[src/rtl/rr_arbiter.sv]
`default_nettype none
// ============================================================================
// Module   : rr_arbiter
// Summary  : Round-robin arbiter with a registered one-hot grant and index.
//            The owner keeps the grant until it drops its request. Define
//            RR_HOLD_LIMIT_EN to bound consecutive grant cycles to MAX_HOLD.
// Revision : 1.0 - initial release
// ============================================================================
module rr_arbiter #(
    parameter int N        = 8,
    parameter int IDW      = $clog2(N),
    parameter int MAX_HOLD = 16
) (
    input  logic           clk,
    input  logic           rst,
    input  logic [N-1:0]   req,
    output logic [N-1:0]   grant,
    output logic [IDW-1:0] grant_id,
    output logic           grant_valid,
    output logic           hold_timeout
);

    localparam logic [0:0] S_IDLE  = 1'b0;
    localparam logic [0:0] S_GRANT = 1'b1;

    if (N < 2 || N > 16 || (N & (N - 1)) != 0 || MAX_HOLD < 1 || MAX_HOLD > 255)
    begin : g_bad_params
        $error("rr_arbiter: parameter out of range");
    end

    logic [0:0]     r_state,    w_state_nxt;
    logic [IDW-1:0] r_ptr,      w_ptr_nxt;
    logic [N-1:0]   r_grant,    w_grant_nxt;
    logic [IDW-1:0] r_grant_id, w_grant_id_nxt;
    logic           r_valid,    w_valid_nxt;
    logic           r_timeout,  w_timeout_nxt;

    logic           w_found;
    logic [IDW-1:0] w_win;
    logic [IDW-1:0] w_idx;

`ifdef RR_HOLD_LIMIT_EN
    localparam logic [7:0] c_max_hold = 8'(MAX_HOLD);
    logic [7:0] r_hold_cnt, w_hold_cnt_nxt;
`endif

    // Scan from the pointer upward; N is a power of two so IDW-bit wrap is mod N.
    always_comb begin
        w_found = 1'b0;
        w_win   = '0;
        w_idx   = '0;
        for (int i = 0; i < N; i++) begin
            w_idx = r_ptr + IDW'(i);
            if (!w_found && req[w_idx]) begin
                w_found = 1'b1;
                w_win   = w_idx;
            end
        end
    end

    always_comb begin
        w_state_nxt    = r_state;
        w_ptr_nxt      = r_ptr;
        w_grant_nxt    = r_grant;
        w_grant_id_nxt = r_grant_id;
        w_valid_nxt    = r_valid;
        w_timeout_nxt  = 1'b0;
`ifdef RR_HOLD_LIMIT_EN
        w_hold_cnt_nxt = r_hold_cnt;
`endif
        case (r_state)
            S_IDLE: begin
                if (w_found) begin
                    w_state_nxt    = S_GRANT;
                    w_grant_nxt    = {{(N-1){1'b0}}, 1'b1} << w_win;
                    w_grant_id_nxt = w_win;
                    w_valid_nxt    = 1'b1;
                    w_ptr_nxt      = w_win + IDW'(1);
`ifdef RR_HOLD_LIMIT_EN
                    w_hold_cnt_nxt = 8'd1;
`endif
                end
            end
            S_GRANT: begin
                if (!req[r_grant_id]) begin
                    w_state_nxt    = S_IDLE;
                    w_grant_nxt    = '0;
                    w_grant_id_nxt = '0;
                    w_valid_nxt    = 1'b0;
`ifdef RR_HOLD_LIMIT_EN
                    w_hold_cnt_nxt = 8'd0;
                end else if (r_hold_cnt == c_max_hold) begin
                    // Forced release; ptr already points past this owner.
                    w_state_nxt    = S_IDLE;
                    w_grant_nxt    = '0;
                    w_grant_id_nxt = '0;
                    w_valid_nxt    = 1'b0;
                    w_timeout_nxt  = 1'b1;
                    w_hold_cnt_nxt = 8'd0;
                end else begin
                    w_hold_cnt_nxt = r_hold_cnt + 8'd1;
`endif
                end
            end
            default: w_state_nxt = S_IDLE;
        endcase
    end

    always_ff @(posedge clk) begin
        if (rst) begin
            r_state    <= S_IDLE;
            r_ptr      <= '0;
            r_grant    <= '0;
            r_grant_id <= '0;
            r_valid    <= 1'b0;
            r_timeout  <= 1'b0;
`ifdef RR_HOLD_LIMIT_EN
            r_hold_cnt <= 8'd0;
`endif
        end else begin
            r_state    <= w_state_nxt;
            r_ptr      <= w_ptr_nxt;
            r_grant    <= w_grant_nxt;
            r_grant_id <= w_grant_id_nxt;
            r_valid    <= w_valid_nxt;
            r_timeout  <= w_timeout_nxt;
`ifdef RR_HOLD_LIMIT_EN
            r_hold_cnt <= w_hold_cnt_nxt;
`endif
        end
    end

    assign grant        = r_grant;
    assign grant_id     = r_grant_id;
    assign grant_valid  = r_valid;
    assign hold_timeout = r_timeout;

endmodule
`default_nettype wire

[config.mk]
export PLATFORM = sky130hd
export DESIGN_NAME = rr_arbiter
export DESIGN_NICKNAME = d
export VERILOG_FILES = /design/src/rtl/rr_arbiter.sv
export SDC_FILE = /design/constraint.sdc
export NUM_CORES = 1
export LEC_CHECK = 0
export CELL_PAD_IN_SITES_DETAIL_PLACEMENT = 1
export CELL_PAD_IN_SITES_GLOBAL_PLACEMENT = 2
export CORE_MARGIN = 3
export CORE_UTILIZATION = 34
export DETAILED_ROUTE_END_ITERATION = 8
export PLACE_DENSITY = 0.8
export SKIP_LAST_GASP = 1
export SLEW_MARGIN = 10
export SYNTH_ARGS = -nofsm -noshare
export SYNTH_HDL_FRONTEND = slang
export SYNTH_SLANG_ARGS = --single-unit
[constraint.sdc]
create_clock -name clk -period 5.1 [get_ports clk]
set_input_delay 0.765 -clock clk [delete_from_list [all_inputs] [get_ports clk]]
set_output_delay 0.765 -clock clk [all_outputs]
set_load 0.005 [all_outputs]
==> results_tabular.tex, run 1 <==
\begin{tabular}{lr}
\hline
Metric & Value \\
\hline
\multicolumn{2}{l}{\textbf{Logic synthesis}} \\
\quad Count of different cell masters after synthesis & 55 \\
\quad Syn nets & 198 \\
\quad Number of enable flip-flop cells after synthesis & 0 \\
\quad Sequential cell area fraction in the yosys report & 0.1882 \\
\quad Async SR Flop Fraction & 0 \\
\quad Number of instances in the synthesized netlist & 181 \\
\quad Post-Syn Area & 0.001702 sq mm \\
\quad Dominant synthesized flop cell & sky130\_fd\_sc\_hd\_\_dfxtp\_1 \\
\quad Synthesized area per cell & 9.401 sq um \\
\quad Flop and latch count out of synthesis & 16 \\
\quad Warning count from the yosys run & 0 \\
\multicolumn{2}{l}{\textbf{Global route}} \\
\quad Wire length of the first global-routing pass & 8.418 mm \\
\quad Via count of the first global-routing pass & 1628 \\
\quad Tot GR Track Use & 0.1742 \\
\quad Pin count of the biggest net entering global routing & 21 \\
\quad Number of antenna violations at the first check in global routing & 0 \\
\quad Residual overflow from global routing & 0 \\
\multicolumn{2}{l}{\textbf{Timing}} \\
\quad Accumulated negative setup slack & 0 ns \\
\quad Share of the cycle needed by the critical path after routing & 0.7614 \\
\quad Finish-stage setup viols & 0 \\
\quad Unrepaired setup endpoints after global routing & false \\
\quad Slew of the pin with the lowest slew margin & around 0.73 ns \\
\quad Fin crit period & 3.883 ns \\
\quad Maximum achievable frequency & 0.2575 GHz \\
\quad Tightest slew margin relative to the limit & 0.5137 \\
\quad Final-report hold violation count & 0 \\
\quad Post-route clock skew & just over 0.006 ns \\
\quad Number of max-slew violations in the final report & 0 \\
\quad Final worst setup slack & 1.217 ns \\
\multicolumn{2}{l}{\textbf{Worst setup path}} \\
\quad Critical path type & reg -> reg \\
\quad Highest net fanout along the worst path & 20 \\
\quad Startpoint type of the worst setup path & register \\
\quad CP endpoint kind & register \\
\quad Worst Path Arrival & 3.99 ns \\
\quad Required time at the worst-slack endpoint & 5.21 ns \\
\multicolumn{2}{l}{\textbf{Final layout}} \\
\quad Diodes inserted & 0 \\
\quad Area growth from synthesis to layout & 17.28\% \\
\quad Net count, final & around 220 \\
\quad Share of layout cells above drive strength 1 & 0.1777 \\
\quad Most frequent cells in the layout & sky130\_fd\_sc\_hd\_\_nand2\_1 (21), sky130\_fd\_sc\_hd\_\_clkdlybuf4s50\_1 (21), sky130\_fd\_sc\_hd\_\_dfxtp\_1 (16) \\
\quad Fill cells & 540 \\
\multicolumn{2}{l}{\textbf{Die}} \\
\quad Area inside the core boundary & around 0.0048 sq mm \\
\quad Boundary pin count & 23 \\
\quad Floorplan row count & 25 \\
\quad Height of the die & 76.75 um \\
\quad Initial core utilization & 0.3556 \\
\quad Horiz. Die Dim & around 77 um \\
\quad Die footprint & 0.005890 sq mm \\
\multicolumn{2}{l}{\textbf{CTS}} \\
\quad Insertion delay to the later sink of the worst-skew pair & 0.25 ns \\
\quad Total clock buffers created by CTS & 3 \\
\quad CTS Sinks & 16 \\
\quad Number of buffers added to fix hold violations after cts & 0 \\
\quad CTS max path bufs & 2 \\
\quad Post-CTS setup buffers & 0 \\
\quad Master cell of the clock root buffer & sky130\_fd\_sc\_hd\_\_clkbuf\_8 \\
\quad TritonCTS clock tree & built \\
\quad Post-cts repair resize count & 0 \\
\quad Clock-pin slew on the worst setup and hold paths & 0.06 ns \\
\quad Number of levels in the clock H-tree & 1 \\
\multicolumn{2}{l}{\textbf{Pwr}} \\
\quad Static leakage & a little over 0.0007 uW \\
\quad Switching power of the nets & 646.1 uW \\
\quad P per Cell Area & 652.3 mW/mm\^{}2 \\
\quad Switching share of power & 0.4963 \\
\quad Largest voltage drop on the vdd net & $\sim$280 uV \\
\quad Part of the total power dissipated in sequential elements & 0.156 \\
\quad Proportion of power drawn by the clock network & 0.073 \\
\quad Logic gate share of total power & 0.771 \\
\quad Internal power component & 655.8 uW \\
\multicolumn{2}{l}{\textbf{Route}} \\
\quad Residual DRC count & 0 \\
\quad Iteration count of the initial detailed-routing pass & 6 \\
\quad Vias & 1581 \\
\quad Count of nets left with antenna violations after detail routing & 0 \\
\quad Aggregate routed wire length & 4.872 mm \\
\quad Mean number of vias per cell & 5.989 \\
\quad Number of DRC markers after the initial detailed-route iteration & 64 \\
\quad Avg WL per Cell & 18.45 um \\
\multicolumn{2}{l}{\textbf{Hold path}} \\
\quad Type of the most critical hold path & reg -> reg \\
\multicolumn{2}{l}{\textbf{Placed design}} \\
\quad Final weighted congestion in routability-driven placement & between 0.8 and 0.9 \\
\quad Placement-stage worst setup slack & between 1 and 1.5 ns \\
\quad Count of input and output buffers & 21 \\
\quad HPWL after detailed placement & 3.725 mm \\
\multicolumn{2}{l}{\textbf{Job}} \\
\quad Max-cap violation count & 0 \\
\multicolumn{2}{l}{\textbf{Status}} \\
\quad Status & completed \\
\hline
\end{tabular}
## state kept, by name, summed over array words and instances (netlist names)
name         cells
r_state          1
r_ptr            3
grant            8
grant_valid      1
grant_id         3
## critical path: stages (launching register included)
cell,delay [ns]
sky130_fd_sc_hd__dfxtp_1,0.31
sky130_fd_sc_hd__buf_4,0.27
sky130_fd_sc_hd__inv_1,0.11
sky130_fd_sc_hd__ha_1,0.52
sky130_fd_sc_hd__mux4_2,0.65
sky130_fd_sc_hd__a21oi_1,0.24
sky130_fd_sc_hd__a32o_2,0.27
sky130_fd_sc_hd__nand2_4,0.12
sky130_fd_sc_hd__a311o_1,0.29
sky130_fd_sc_hd__nand2_1,0.10
sky130_fd_sc_hd__nand2_1,0.11
sky130_fd_sc_hd__ha_1,0.21
sky130_fd_sc_hd__ha_1,0.19
sky130_fd_sc_hd__and2_0,0.13
sky130_fd_sc_hd__a31oi_1,0.16
sky130_fd_sc_hd__nor2_1,0.06
## power groups by stage
stage                     sequential, uW  combinational [uW]  clock [uW]
after floorplan                      195                 756           0
after global placement               205                 979           0
after detailed placement             207                 996           0
after CTS                            205                1000        99.2
after global routing                 210                1110         108
final                                203                1000        95.5
## cell type report
cell class | count | area (sq um) | share of cell area
timing repair buffer | 23 | 225.2 | 0.1129
multi-input combinational | 144 | 1281 | 0.6420
sequential | 16 | 320.3 | 0.1605
inverter | 11 | 43.79 | 0.02194
tap | 67 | 83.83 | 0.04201
clock buffer | 3 | 41.29 | 0.02069
## stage by stage
step                cells  total power, uW  cell area (sq um)    util  hold slack (ns)
global route          264             1425               1996  0.4170           0.4966
global placement      261             1184               1954  0.4084           0.4417
finish                264             1302               1996  0.4170           0.4654
CTS                   264             1308               1996  0.4170           0.4671
floorplan             181            950.8               1702       -           0.4520
detailed placement    261             1203               1954  0.4084           0.4522
## cells in the mapped netlist, types with 4 or more instances
master,number,area [sq um]
sky130_fd_sc_hd__a32o_1,6,60.06
sky130_fd_sc_hd__inv_1,9,33.78
sky130_fd_sc_hd__buf_2,6,30.03
sky130_fd_sc_hd__o22ai_1,4,25.02
sky130_fd_sc_hd__nor2b_1,4,25.02
sky130_fd_sc_hd__dfxtp_1,16,320.3
sky130_fd_sc_hd__o21ai_0,5,25.02
sky130_fd_sc_hd__a21oi_1,10,50.05
sky130_fd_sc_hd__mux4_2,13,292.8
sky130_fd_sc_hd__nand3_1,6,30.03
sky130_fd_sc_hd__ha_1,7,87.58
sky130_fd_sc_hd__nor2_1,8,30.03
sky130_fd_sc_hd__nand2_1,21,78.83
sky130_fd_sc_hd__mux2i_1,6,60.06
## cell families (layout without fill, tap and decap cells)
| family | after synthesis | in the layout | share of synthesized area |
|---|---|---|---|
| xor gates and xnor gates | 4 | 4 | 0.02059 |
| other | 1 | 1 | 0.002204 |
| AOI/OAI and AO/OA | 55 | 55 | 0.2706 |
| adders and majority gates | 7 | 7 | 0.05147 |
| and+or+nand+nor | 54 | 54 | 0.1655 |
| buffers and inverters | 21 | 37 | 0.05883 |
| muxes | 23 | 23 | 0.2426 |
| DFF | 16 | 16 | 0.1882 |
## final timing paths
kind	start	to	slack, ns	depth (start not counted)
setup / recovery	r_ptr[0]	grant[7]	1.22	15
hold / removal	grant[3]	grant[3]	0.47	2
setup reg to reg	r_ptr[0]	grant[7]	1.22	15
hold reg to reg	grant[3]	grant[3]	0.47	2
## metal layers
metal  routed length, um  global-route usage  vias up
met1                2248              0.2457      792
met2                2341              0.2770       48
li1                    -                   -      733
met3                 209             0.02817        8
met4                  73             0.04167        0
met5                   0                   0        -
Note: power is estimated with default switching activity, not from simulation.
==> run 2, diff against run 1 <==
CORE_UTILIZATION = 31   (was 34)
PLACE_DENSITY = 0.77   (was 0.8)
clock period = 3.15 ns   (was 5.1 ns; I/O delays follow)
==> run 2 against run 1 <==
Against the previous run:
- the flow now finishes with violations (negative setup slack)
- fmax grew 23%
- core utilization up 8.8 points
- first-iteration DRC count up 47%
- critical path type unchanged
- critical endpoint is now grant[4]
- highest routed layer unchanged
==> results_tabular.tex, run 2 (synthesis results as in run 1) <==
\begin{tabular}{lr}
\hline
Metric & Value \\
\hline
\multicolumn{2}{l}{\textbf{Status}} \\
\quad Status & complete, but fails checks \\
\quad Violated checks & negative setup slack \\
\multicolumn{2}{l}{\textbf{Worst setup path}} \\
\quad Launch point of the critical path & r\_ptr[0] \\
\quad Max stage delay cell, worst path & sky130\_fd\_sc\_hd\_\_mux4\_2 \\
\quad Worst path cell trace & inv\_4 > ha\_4 > mux4\_2 > buf\_6 > mux2\_4 > o311a\_1 > o21ai\_2 > nand2\_2 > and2\_4 > ha\_2 > nor2b\_2 > a32o\_1 \\
\quad Destination of the worst register-to-register timing path & grant[4] \\
\quad Reg-to-reg startpoint & r\_ptr[0] \\
\quad CP endpoint kind & register \\
\quad Startpoint type of the worst setup path & register \\
\quad Crit-path max cell delay & 0.59 ns \\
\quad Number of cell instances on the worst register-to-register path & 12 \\
\quad Slack of the worst reg-to-reg path & -0.01 ns \\
\quad Required time at the worst-slack endpoint & 3.29 ns \\
\quad Highest net fanout along the worst path & 5 \\
\quad Critical path type & reg -> reg \\
\quad Worst Path Arrival & $\sim$3.3 ns \\
\multicolumn{2}{l}{\textbf{Hold path}} \\
\quad Hold Path Sink & grant[3] \\
\quad Startpoint of the most critical hold path & grant[3] \\
\quad Type of the most critical hold path & reg -> reg \\
\quad Min-Delay Path Depth & 2 \\
\multicolumn{2}{l}{\textbf{Final layout}} \\
\quad Most frequent cells in the layout & sky130\_fd\_sc\_hd\_\_buf\_4 (62), sky130\_fd\_sc\_hd\_\_nand2\_1 (18), sky130\_fd\_sc\_hd\_\_mux4\_2 (13), sky130\_fd\_sc\_hd\_\_dfxtp\_1 (13), sky130\_fd\_sc\_hd\_\_clkdlybuf4s50\_1 (13) \\
\quad Share of layout cells above drive strength 1 & 0.4751 \\
\quad Diodes inserted & 0 \\
\quad Area growth from synthesis to layout & 54.56\% \\
\quad Largest register FFs & 8 \\
\quad Net count, final & 279 \\
\quad Fin util & 0.5053 \\
\quad Fill cells & around 600 \\
\quad Most common cell after layout, fill and taps aside & sky130\_fd\_sc\_hd\_\_buf\_4 \\
\multicolumn{2}{l}{\textbf{Global route}} \\
\quad Via count of the first global-routing pass & around 1900 \\
\quad Pin count of the biggest net entering global routing & 20 \\
\quad Tot GR Track Use & 0.1915 \\
\quad Residual overflow from global routing & 0 \\
\quad Number of antenna violations at the first check in global routing & 0 \\
\quad Wire length of the first global-routing pass & roughly 9.6 mm \\
\multicolumn{2}{l}{\textbf{Timing}} \\
\quad Unrepaired setup endpoints after global routing & true \\
\quad Final worst setup slack & -0.01356 ns \\
\quad Slew of the pin with the lowest slew margin & 0.7119 ns \\
\quad Number of max-slew violations in the final report & 0 \\
\quad Share of the cycle needed by the critical path after routing & 1.004 \\
\quad Post-route clock skew & 0.001273 ns \\
\quad Finish-stage setup viols & 2 \\
\quad Final-report hold violation count & 0 \\
\quad Fin crit period & 3.164 ns \\
\quad Maximum achievable frequency & 0.3161 GHz \\
\quad Tightest slew margin relative to the limit & 0.5239 \\
\multicolumn{2}{l}{\textbf{Placed design}} \\
\quad HPWL after detailed placement & 4.665 mm \\
\quad Count of input and output buffers & 21 \\
\quad Placement-stage worst setup slack & -0.2870 ns \\
\quad Final weighted congestion in routability-driven placement & 0.7992 \\
\multicolumn{2}{l}{\textbf{CTS}} \\
\quad Clock-pin slew on the worst setup and hold paths & 0.06 ns \\
\quad CTS Sinks & 16 \\
\quad Insertion delay to the later sink of the worst-skew pair & 0.25 ns \\
\quad Master cell of the clock root buffer & sky130\_fd\_sc\_hd\_\_clkbuf\_8 \\
\quad Total clock buffers created by CTS & 3 \\
\quad TritonCTS clock tree & built \\
\quad CTS max path bufs & 2 \\
\quad Number of levels in the clock H-tree & 1 \\
\multicolumn{2}{l}{\textbf{Route}} \\
\quad Number of DRC markers after the initial detailed-route iteration & 94 \\
\quad Mean number of vias per cell & 5.640 \\
\quad Avg WL per Cell & 20.52 um \\
\quad Vias & approximately 1900 \\
\quad Residual DRC count & 0 \\
\quad Iteration count of the initial detailed-routing pass & 4 \\
\quad Aggregate routed wire length & 6.793 mm \\
\quad Count of nets left with antenna violations after detail routing & 0 \\
\multicolumn{2}{l}{\textbf{Die}} \\
\quad Floorplan row count & 26 \\
\quad Horiz. Die Dim & 80.09 um \\
\quad Area inside the core boundary & $\sim$0.0052 sq mm \\
\quad Initial core utilization & 0.3269 \\
\quad Die footprint & 0.006414 sq mm \\
\quad Height of the die & 80.09 um \\
\quad Boundary pin count & 23 \\
\multicolumn{2}{l}{\textbf{Pwr}} \\
\quad Static leakage & 0.001051 uW \\
\quad P per Cell Area & 1191 mW/mm\^{}2 \\
\quad Overall Power & 3132 uW \\
\quad Largest voltage drop on the vdd net & 648.9 uV \\
\multicolumn{2}{l}{\textbf{Job}} \\
\quad Max-cap violation count & 0 \\
\hline
\end{tabular}
-- run 2: cell count changes in the layout (fill, tap and decap cells not counted), moves of 3 or more --
cell,delta
sky130_fd_sc_hd__buf_4,+60
sky130_fd_sc_hd__buf_6,+3
sky130_fd_sc_hd__clkdlybuf4s50_1,-8
sky130_fd_sc_hd__dfxtp_1,-3
sky130_fd_sc_hd__dlygate4sd2_1,+8
sky130_fd_sc_hd__ha_1,-5
sky130_fd_sc_hd__ha_4,+3
sky130_fd_sc_hd__nand2_1,-3
sky130_fd_sc_hd__o21ai_0,-3
-- run 2: repair_timing --
item / CTS / global route
resized for setup: 10 / 27
buffers inserted: 3 / 10
hold buffers: 0 / 0
endpoints found under the setup margin: 8 / 10
pin swaps: 1 / 20
-- run 2: layer usage --
metal	GRT usage	wire [um]	part of all wire
met5	0	0	0
met4	0.02365	78	0.011
met3	0.01794	243	0.036
met2	0.3444	3577	0.53
met1	0.2540	2894	0.43
-- run 2: cell type report --
class,count,area [sq um],share of cell area
clock buffers,4,55.05,0.02093
inverters,11,46.29,0.01760
multi-input cells,144,1415,0.5381
flip-flops and latches,16,326.6,0.1242
well taps,70,87.58,0.03330
repair buffers,86,699.4,0.2659
-- run 2: critical path, delay by kind of cell (launching register included) --
| kind | cells | cell delay [ns] |
|---|---|---|
| multiplexers | 2 | 0.87 |
| AO/OA/AOI/OAI | 3 | 0.72 |
| adder cells (fa/ha/maj) | 2 | 0.47 |
| buffers and inverters | 2 | 0.20 |
| flip-flops | 1 | 0.36 |
| AND/OR/NAND/NOR | 3 | 0.44 |
-- run 2: report_power, final --
part | leakage (uW) | total [uW] | switching, uW | internal (uW)
registers | 0.000133 | 342 | 69.4 | 273
logic | 0.000890 | 2610 | 1280 | 1330
clock network | 0.0000288 | 183 | 72.3 | 111
-- run 2: metrics by stage --
step	setup TNS, ns	cell area [sq um]	hold WS, ns	std cells
6_report	-0.02495	2630	0.4698	331
5_1_grt	-0.5978	2630	0.4948	331
4_1_cts	0	2447	0.4700	321
3_5_place_dp	-2.181	2374	0.4511	314
3_3_place_gp	-1.453	2374	0.4450	314
2_1_floorplan	-0.1373	1770	0.4520	181
-- run 2: how the worst max path moves through the flow --
stage	to	slack, ns
6_report	grant[4]	-0.01
5_1_grt	grant[0]	-0.11
2_1_floorplan	grant[7]	-0.05
3_5_place_dp	grant[7]	-0.29
4_1_cts	grant[7]	0.006
3_3_place_gp	grant[7]	-0.23
==> run 3, diff against run 2 <==
CORE_ASPECT_RATIO = 2   (was unset)
==> run 3 against run 2 <==
Against the previous run:
- combinational power is 2% lower
- total power is 1.8% lower
- highest routed layer unchanged
- flip-flop and latch count stayed put
- critical endpoint is now grant[5]
- the run now ends clean
==> results_tabular.tex, run 3 (synthesis results as in run 1) <==
\begin{tabular}{lr}
\hline
Metric & Value \\
\hline
\multicolumn{2}{l}{\textbf{CTS}} \\
\quad Total clock buffers created by CTS & 3 \\
\quad Clock-pin slew on the worst setup and hold paths & 0.07 ns \\
\quad Insertion delay to the later sink of the worst-skew pair & 0.25 ns \\
\quad Number of buffers added to fix hold violations after cts & 0 \\
\quad CTS Sinks & 16 \\
\quad Master cell of the clock root buffer & sky130\_fd\_sc\_hd\_\_clkbuf\_8 \\
\quad CTS max path bufs & 2 \\
\quad Number of levels in the clock H-tree & 1 \\
\quad TritonCTS clock tree & built \\
\multicolumn{2}{l}{\textbf{Global route}} \\
\quad Residual overflow from global routing & 0 \\
\quad Number of antenna violations at the first check in global routing & 0 \\
\quad GR Layer Usage met3 & 0.01282 \\
\quad Tot GR Track Use & 0.2067 \\
\quad Grt met1 use & 0.1973 \\
\quad Wire length of the first global-routing pass & 10.32 mm \\
\quad Global-route track usage on met2 & 0.4063 \\
\quad Top Usage Layer GRT & met2 \\
\quad Via count of the first global-routing pass & between 2000 and 2500 \\
\quad Pin count of the biggest net entering global routing & 20 \\
\multicolumn{2}{l}{\textbf{Placed design}} \\
\quad Count of input and output buffers & 21 \\
\quad Placed insts & 303 \\
\quad Final weighted congestion in routability-driven placement & 0.9402 \\
\quad HPWL after detailed placement & 5.113 mm \\
\multicolumn{2}{l}{\textbf{Timing}} \\
\quad Finish-stage setup viols & 0 \\
\quad Slew of the pin with the lowest slew margin & 0.6310 ns \\
\quad Fin crit period & 3.097 ns \\
\quad Fin Hold WS & 0.4680 ns \\
\quad Share of the cycle needed by the critical path after routing & 0.9830 \\
\quad Maximum achievable frequency & around 0.32 GHz \\
\quad Final-report hold violation count & 0 \\
\quad Tightest slew margin relative to the limit & 0.5780 \\
\quad Accumulated negative setup slack & 0 ns \\
\quad Unrepaired setup endpoints after global routing & true \\
\quad Post-route clock skew & 0.002953 ns \\
\quad Number of max-slew violations in the final report & 0 \\
\multicolumn{2}{l}{\textbf{Final layout}} \\
\quad Most common cell after layout, fill and taps aside & sky130\_fd\_sc\_hd\_\_buf\_4 \\
\quad Area growth from synthesis to layout & 53.46\% \\
\quad Largest register FFs & 8 \\
\quad Most frequent cells in the layout & sky130\_fd\_sc\_hd\_\_buf\_4 (61), sky130\_fd\_sc\_hd\_\_nand2\_1 (18), sky130\_fd\_sc\_hd\_\_clkdlybuf4s50\_1 (15) \\
\quad Finished Layout Cells & around 320 \\
\quad Net count, final & 278 \\
\quad Diodes inserted & 0 \\
\quad Fin util & 0.4992 \\
\quad Share of layout cells above drive strength 1 & 0.4654 \\
\multicolumn{2}{l}{\textbf{Die}} \\
\quad Height of the die & 110.8 um \\
\quad Horiz. Die Dim & 58.39 um \\
\quad Boundary pin count & 23 \\
\quad Area inside the core boundary & 0.005231 sq mm \\
\quad Die footprint & 0.006468 sq mm \\
\quad Floorplan row count & 37 \\
\quad Initial core utilization & 0.3253 \\
\multicolumn{2}{l}{\textbf{Route}} \\
\quad Residual DRC count & 0 \\
\quad Iteration count of the initial detailed-routing pass & 4 \\
\quad Count of nets left with antenna violations after detail routing & 0 \\
\quad Number of DRC markers after the initial detailed-route iteration & 39 \\
\quad Mean number of vias per cell & $\sim$5.7 \\
\quad Vias & 1823 \\
\quad Aggregate routed wire length & $\sim$6.5 mm \\
\quad Avg WL per Cell & 20.35 um \\
\multicolumn{2}{l}{\textbf{Pwr}} \\
\quad Switching power of the nets & approximately 1400 uW \\
\quad P per Cell Area & 1178 mW/mm\^{}2 \\
\quad Proportion of power drawn by the clock network & 0.060 \\
\quad Internal power component & 1709 uW \\
\quad Largest voltage drop on the vdd net & 670.8 uV \\
\quad Part of the total power dissipated in sequential elements & 0.106 \\
\quad Static leakage & 0.001077 uW \\
\quad Logic gate share of total power & 0.834 \\
\quad Overall Power & 3077 uW \\
\quad Switching share of power & 0.4445 \\
\multicolumn{2}{l}{\textbf{Worst setup path}} \\
\quad Required time at the worst-slack endpoint & approximately 3.3 ns \\
\quad Startpoint type of the worst setup path & register \\
\quad Timing endpoint of the critical path & grant[5] \\
\quad Reg-to-reg startpoint & r\_ptr[0] \\
\quad Launch point of the critical path & r\_ptr[0] \\
\quad Destination of the worst register-to-register timing path & grant[5] \\
\quad Number of cell instances on the worst register-to-register path & 13 \\
\quad Slack of the worst reg-to-reg path & 0.05 ns \\
\quad Worst Path Arrival & between 3 and 4 ns \\
\quad Highest net fanout along the worst path & 7 \\
\quad Critical path type & reg -> reg \\
\quad CP endpoint kind & register \\
\multicolumn{2}{l}{\textbf{Job}} \\
\quad Max-cap violation count & 0 \\
\multicolumn{2}{l}{\textbf{Hold path}} \\
\quad Type of the most critical hold path & reg -> reg \\
\quad Startpoint of the most critical hold path & grant[3] \\
\multicolumn{2}{l}{\textbf{Status}} \\
\quad Status & completed \\
\hline
\end{tabular}
[run 3: changes by cell type in the layout (fill, tap and decap cells not counted), sizes merged]
| cell | previous run | this run |
|---|---|---|
| dlymetal6s2s | 0 | 3 |
| buf | 65 | 64 |
| dlygate4sd2 | 8 | 3 |
| clkdlybuf4s50 | 13 | 15 |
[run 3: metal layers]
metal	vias to the layer above	part of all wire
li1	854	-
met1	907	0.33
met2	40	0.60
met3	22	0.021
met4	0	0.049
met5	-	0
[run 3: worst min-delay path by stage]
stage                     slack, ns        to  cells past startpoint
after global routing           0.50  grant[3]                      2
after detailed placement       0.45  grant[3]                      2
after floorplan                0.45  grant[3]                      2
after CTS                      0.47  grant[3]                      2
after global placement         0.44  grant[3]                      2
final                          0.47  grant[3]                      2
[run 3: what timing repair did]
item	CTS	global route
setup endpoints to repair	7	9
buffers inserted	5	6
hold endpoints to repair	0	0
gates resized for setup	3	25
pin swaps	3	14
[run 3: area by class of cell]
type	instances	area (sq um)
fillers	614	2620
inverters	11	46.29
multi-input cells	144	1400
repair buffers	85	714.4
well taps	58	72.57
clock buffers	4	55.05
flip-flops and latches	16	322.8
[run 3: power by group through the flow]
stage	clock network [uW]	registers, uW	logic (uW)
after floorplan	0	318	1320
after global placement	0	325	2140
after detailed placement	0	330	2210
after CTS	191	327	2320
after global routing	198	337	2760
final	184	327	2570
[run 3: through the flow]
| step | area [sq um] | setup slack [ns] |
|---|---|---|
| global placement | 2379 | -0.2449 |
| global route | 2611 | -0.07962 |
| finish | 2611 | 0.05340 |
| detailed placement | 2379 | -0.3238 |
| CTS | 2467 | 0.006277 |
| floorplan | 1770 | -0.04989 |
[run 3: worst max-delay path, cell delays in order (launching register included)]
cell	delay (ns)
sky130_fd_sc_hd__dfxtp_2	0.36
sky130_fd_sc_hd__inv_4	0.04
sky130_fd_sc_hd__ha_4	0.31
sky130_fd_sc_hd__mux4_2	0.63
sky130_fd_sc_hd__mux2i_1	0.18
sky130_fd_sc_hd__buf_4	0.15
sky130_fd_sc_hd__inv_1	0.06
sky130_fd_sc_hd__a21oi_2	0.12
sky130_fd_sc_hd__a2bb2oi_2	0.19
sky130_fd_sc_hd__o221ai_4	0.16
sky130_fd_sc_hd__buf_4	0.17
sky130_fd_sc_hd__ha_1	0.18
sky130_fd_sc_hd__nor2b_1	0.15
sky130_fd_sc_hd__a32o_2	0.28
